$ cat src/rtl/dec_step_sequencer.sv
// dec_step_sequencer: run/stop/step/load controller for the
// 4-bit incrementing decoder code, with prescaler and modulo carry.
module dec_step_sequencer #(
  parameter int DIV     = 20000000,
  parameter int MODULUS = 10
) (
  input  logic       clk,
  input  logic       rst,
  input  logic       start,
  input  logic       stop,
  input  logic       step,
  input  logic       single,
  input  logic       load,
  input  logic [3:0] load_val,
  output logic [3:0] code,
  output logic       tick,
  output logic       carry,
  output logic       sclk,
  output logic       busy,
  output logic       load_err
);

  localparam int PW = (DIV > 1) ? $clog2(DIV) : 1;
  localparam logic [PW-1:0] PMAX = PW'(DIV - 1);
  localparam logic [3:0]    CMAX = 4'(MODULUS - 1);
  localparam logic [4:0]    MODV = 5'(MODULUS);

  typedef enum logic [1:0] {
    IDLE = 2'd0,
    RUN  = 2'd1,
    STEP = 2'd2
  } state_t;

  state_t          state_q, state_d;
  logic [PW-1:0]   presc_q, presc_d;
  logic [3:0]      code_q, code_d;
  logic            tick_q, tick_d;
  logic            carry_q, carry_d;
  logic            sclk_q, sclk_d;
  logic            busy_q, busy_d;
  logic            lerr_q, lerr_d;

  logic            wrap;
  logic [3:0]      code_nxt;
  logic            load_ok;

  assign wrap     = (code_q == CMAX);
  assign code_nxt = wrap ? 4'd0 : code_q + 4'd1;
  assign load_ok  = ({1'b0, load_val} < MODV);

  // Next-state and registered-output computation
  always_comb begin
    state_d = state_q;
    presc_d = presc_q;
    code_d  = code_q;
    tick_d  = 1'b0;
    carry_d = 1'b0;
    sclk_d  = sclk_q;
    lerr_d  = lerr_q;
    unique case (state_q)
      IDLE: begin
        if (load) begin
          code_d = load_ok ? load_val : 4'd0;
          lerr_d = ~load_ok;
        end else if (start) begin
          state_d = RUN;
          presc_d = '0;
        end else if (step) begin
          state_d = STEP;
        end
      end
      STEP: begin
        code_d  = code_nxt;
        carry_d = wrap;
        state_d = IDLE;
      end
      RUN: begin
        if (stop) begin
          state_d = IDLE;
          presc_d = '0;
        end else if (presc_q == PMAX) begin
          presc_d = '0;
          tick_d  = 1'b1;
          sclk_d  = ~sclk_q;
          code_d  = code_nxt;
          carry_d = wrap;
          if (single && wrap) begin
            state_d = IDLE;
          end
        end else begin
          presc_d = presc_q + PW'(1);
        end
      end
      default: begin
        state_d = IDLE;
        presc_d = '0;
      end
    endcase
    busy_d = (state_d != IDLE);
  end

  // State and output registers with synchronous reset
  always_ff @(posedge clk) begin
    if (rst) begin
      state_q <= IDLE;
      presc_q <= '0;
      code_q  <= 4'd0;
      tick_q  <= 1'b0;
      carry_q <= 1'b0;
      sclk_q  <= 1'b0;
      busy_q  <= 1'b0;
      lerr_q  <= 1'b0;
    end else begin
      state_q <= state_d;
      presc_q <= presc_d;
      code_q  <= code_d;
      tick_q  <= tick_d;
      carry_q <= carry_d;
      sclk_q  <= sclk_d;
      busy_q  <= busy_d;
      lerr_q  <= lerr_d;
    end
  end

  assign code     = code_q;
  assign tick     = tick_q;
  assign carry    = carry_q;
  assign sclk     = sclk_q;
  assign busy     = busy_q;
  assign load_err = lerr_q;

endmodule

$ cat config.mk
export PLATFORM = sky130hd
export DESIGN_NAME = dec_step_sequencer
export DESIGN_NICKNAME = d
export VERILOG_FILES = /design/src/rtl/dec_step_sequencer.sv
export SDC_FILE = /design/constraint.sdc
export NUM_CORES = 1
export LEC_CHECK = 0
export CAP_MARGIN = 20
export CELL_PAD_IN_SITES_DETAIL_PLACEMENT = 1
export CELL_PAD_IN_SITES_GLOBAL_PLACEMENT = 1
export CORE_MARGIN = 1.5
export CORE_UTILIZATION = 40
export CTS_BUF_LIST = sky130_fd_sc_hd__clkbuf_2 sky130_fd_sc_hd__clkbuf_4 sky130_fd_sc_hd__clkbuf_8
export DETAILED_ROUTE_END_ITERATION = 7
export PLACE_DENSITY = 0.79
export SKIP_CTS_REPAIR_TIMING = 1
export SYNTH_ARGS = -nofsm -noshare
export SYNTH_HDL_FRONTEND = slang
export SYNTH_SLANG_ARGS = --single-unit
export TNS_END_PERCENT = 30
$ cat constraint.sdc
create_clock -name clk -period 2.05 [get_ports clk]
set_clock_uncertainty 0.1 [all_clocks]
set_input_delay 0.205 -clock clk [delete_from_list [all_inputs] [get_ports clk]]
set_output_delay 0.205 -clock clk [all_outputs]
set_load 0.005 [all_outputs]
==> results by group <==
Clock tree
  • Clock latency at the later pin of the worst-skew pair: between 200 and 300 ps
  • CTS clk-pin slew, worst paths: 70 ps
  • CTS tree: done
  • TritonCTS buffer count: 5
  • Number of clock sinks: 36
  • CTS Buffer Depth: 2
  • CTS Root Cell: clkbuf_8
  • H-tree levels: 2

Logic synthesis
  • Cell variety after synth: 52
  • Cell Area, Synth: between 1500 and 2000 um^2
  • Ys async rst share: 0
  • Count of warnings emitted by yosys: 0
  • Post-synth EDFFs: 0
  • Synth Register Bits: 36
  • Most used DFF post-synth: dfxtp_1
  • Register area share after synthesis: 0.375
  • Cells after Synth: approximately 220
  • Post-synthesis net count: 232
  • Avg Cell Area, Syn: 8.90 um^2

Timing
  • Slew margin rel.: 0.760
  • Final Max Tran Viols: 0
  • Hold Vio Cnt, Final: 0
  • Worst-margin pin slew: 350 ps
  • Final setup violation count: 0
  • Tcrit/Tclk final: 0.986
  • Fin Hold WS: 406 ps
  • Fmax achieved: 495 MHz
  • Final Critical Period: around 2000 ps
  • Final Worst Setup Slack: 29.7 ps
  • RSZ-0062 raised after global routing: yes

Critical path
  • Slowest cell delay on critical path: between 500 and 600 ps
  • Buf+Inv Stages, Crit Path: 0
  • Worst reg2reg path endpoint: code[0]
  • Critical path fanouts, max: 7
  • FF-to-FF Start: presc_q[1]
  • CP Class: reg -> reg
  • Flop-to-flop setup slack: 30 ps
  • CP startpoint kind: flip-flop
  • Cell breakdown of the critical path: ha_4 > nand4_4 > or4_4 > o21ai_4 > nand2_1 > o41ai_2
  • R2R depth: 6
  • CP top delay family: simple AND/OR/NAND/NOR gates
  • CP required: 2140 ps
  • Crit path DAT: 2110 ps
  • CP startpoint: presc_q[1]
  • Slowest cell on crit path: or4_4
  • Setup crit end kind: flip-flop

Route
  • DR DRC count: 0
  • Drt first pass iters: 4
  • Initial drt markers: slightly below 60
  • Routed vias: between 1500 and 2000
  • Post-DRT Antenna Nets: 0
  • WL final: 5090 um
  • Vias/cell: 5.52
  • Drt wl/cell: 16.0 um

Final layout
  • Area delta synth->final: 30.0%
  • Non-Filler Instances: 318
  • Nets: 282
  • Layout cells sized above 1: 0.220
  • # diodes: 0
  • Post-route cell area: 2500 um^2

Floorplanning
  • I/O pin count: 20
  • Die area: 5230 um^2
  • Die X: 72.3 um
  • Core Area: 4660 um^2
  • Site row count: 25
  • Initial Util: 0.412
  • Die Ht: ~72 um

Min path
  • WHS Path Cells: 2
  • Hold Path Class: reg -> reg
  • Hold Path End: load_err
  • Worst Min Path Start: load_err

Placed design
  • Dpl cell area: 2370 um^2
  • Hpwl dp: 3710 um
  • Port Buffers: 19
  • Routability cong.: 0.781
  • Pre-CTS setup slack: -27.9 ps
  • Placed Cells: approximately 310

Job
  • Max-cap violation count: 0

GRT
  • Total track usage: 0.212
  • Initial antenna violation count: 0
  • Grt total ovfl: 0
  • Pin count of the biggest net entering global routing: 26
  • First-pass GRT wire length: between 8000 and 9000 um
  • Number of global-route vias before repair: 1770

Outcome
  • Status: completed

Power and ir drop
  • Total power: 1.45 mW
  • Max rail drop VDD: 0.347 mV
  • Static leakage: 0.934 nW
  • Pwr per Cell Area: 580 nW/um^2
## tightest hold or removal path, cell delays in order (launching register included)
cell	delay (ps)
dfxtp_1	340
a21oi_1	70
nor2_1	70
## power by group
| group | switching (mW) | internal (mW) | total, mW |
|---|---|---|---|
| registers | 0.0235 | 0.719 | 0.743 |
| logic | 0.126 | 0.127 | 0.254 |
| clock network | 0.233 | 0.219 | 0.452 |
| total | 0.383 | 1.07 | 1.45 |
## kinds of logic after synthesis
| family | Yosys count | share of synthesized area |
|---|---|---|
| mux | 1 | 0.00521 |
| compound gates | 32 | 0.137 |
| fa+ha+maj | 5 | 0.0326 |
| buf+inv | 13 | 0.0306 |
| simple gates | 103 | 0.301 |
| flops | 36 | 0.375 |
| xor+xnor | 26 | 0.118 |
## sequential cells by signal, summed over array words and instances (netlist names)
signal and flops:
code 4, busy 1, load_err 1, state_q 2, presc_q 25, tick 1, carry 1, sclk 1
## how the worst max path moves through the flow
stage | to | slack, ps | cells after the start
CTS | code[0] | 0.6 | 6
finish | code[0] | 30 | 6
global route | code[0] | -10 | 6
detailed placement | presc_q[22] | -30 | 6
floorplan | code[2] | 80 | 6
global placement | presc_q[22] | 30 | 6
## area by class of cell
cell class                 count  area [um^2]
inverter                       9         33.8
timing repair buffer          47          413
multi-input combinational    167         1190
fill                         556         2160
tap                           54         67.6
clock buffer                   5         68.8
sequential                    36          727
## metal layers
| metal | track usage | up-vias | routed length, um |
|---|---|---|---|
| li1 | - | 871 | - |
| met1 | 0.254 | 859 | 2290 |
| met2 | 0.379 | 22 | 2650 |
| met3 | 0.0500 | 2 | 114 |
| met4 | 0.0566 | 0 | 27 |
| met5 | 0 | - | 0 |
## synthesized netlist by cell type (4+ instances only)
| cell | count | share of area |
|---|---|---|
| a21oi_1 | 6 | 0.016 |
| a31oi_1 | 5 | 0.016 |
| and3_1 | 6 | 0.020 |
| and4_1 | 4 | 0.018 |
| dfxtp_1 | 36 | 0.37 |
| ha_1 | 5 | 0.033 |
| inv_1 | 9 | 0.018 |
| nand2_1 | 12 | 0.023 |
| nand3_1 | 8 | 0.021 |
| nand4_1 | 10 | 0.033 |
| nor2_1 | 36 | 0.070 |
| nor3_1 | 4 | 0.010 |
| xnor2_1 | 10 | 0.046 |
| xor2_1 | 16 | 0.073 |
## layout by cell type, fill, tap and decap left out, types with 2 or more instances in the layout
master	netlist	final
nor3b_1	2	2
nor2_1	36	36
and2_1	3	3
o41ai_2	1	2
o21ai_0	3	3
nand2_1	12	12
a31oi_1	5	4
clkdlybuf4s50_1	0	19
xnor2_1	10	10
a211oi_1	2	2
and4_1	4	4
nand4_1	10	10
dfxtp_1	36	33
buf_4	2	27
clkbuf_8	0	5
ha_1	5	4
nand2b_1	2	2
nand3_1	8	8
inv_1	9	9
nor3_1	4	3
and3_1	6	6
and2_2	2	2
nor4b_2	1	2
a21oi_1	6	6
dfxtp_2	0	2
xor2_1	16	16
## metrics by stage
| step | TNS [ps] | utilization |
|---|---|---|
| 2_1_floorplan | 0 | - |
| 3_3_place_gp | 0 | 0.508 |
| 3_5_place_dp | -46.1 | 0.508 |
| 4_1_cts | 0 | 0.523 |
| 5_1_grt | -12.3 | 0.536 |
| 6_report | 0 | 0.536 |
(Power assumes the default switching activity.)
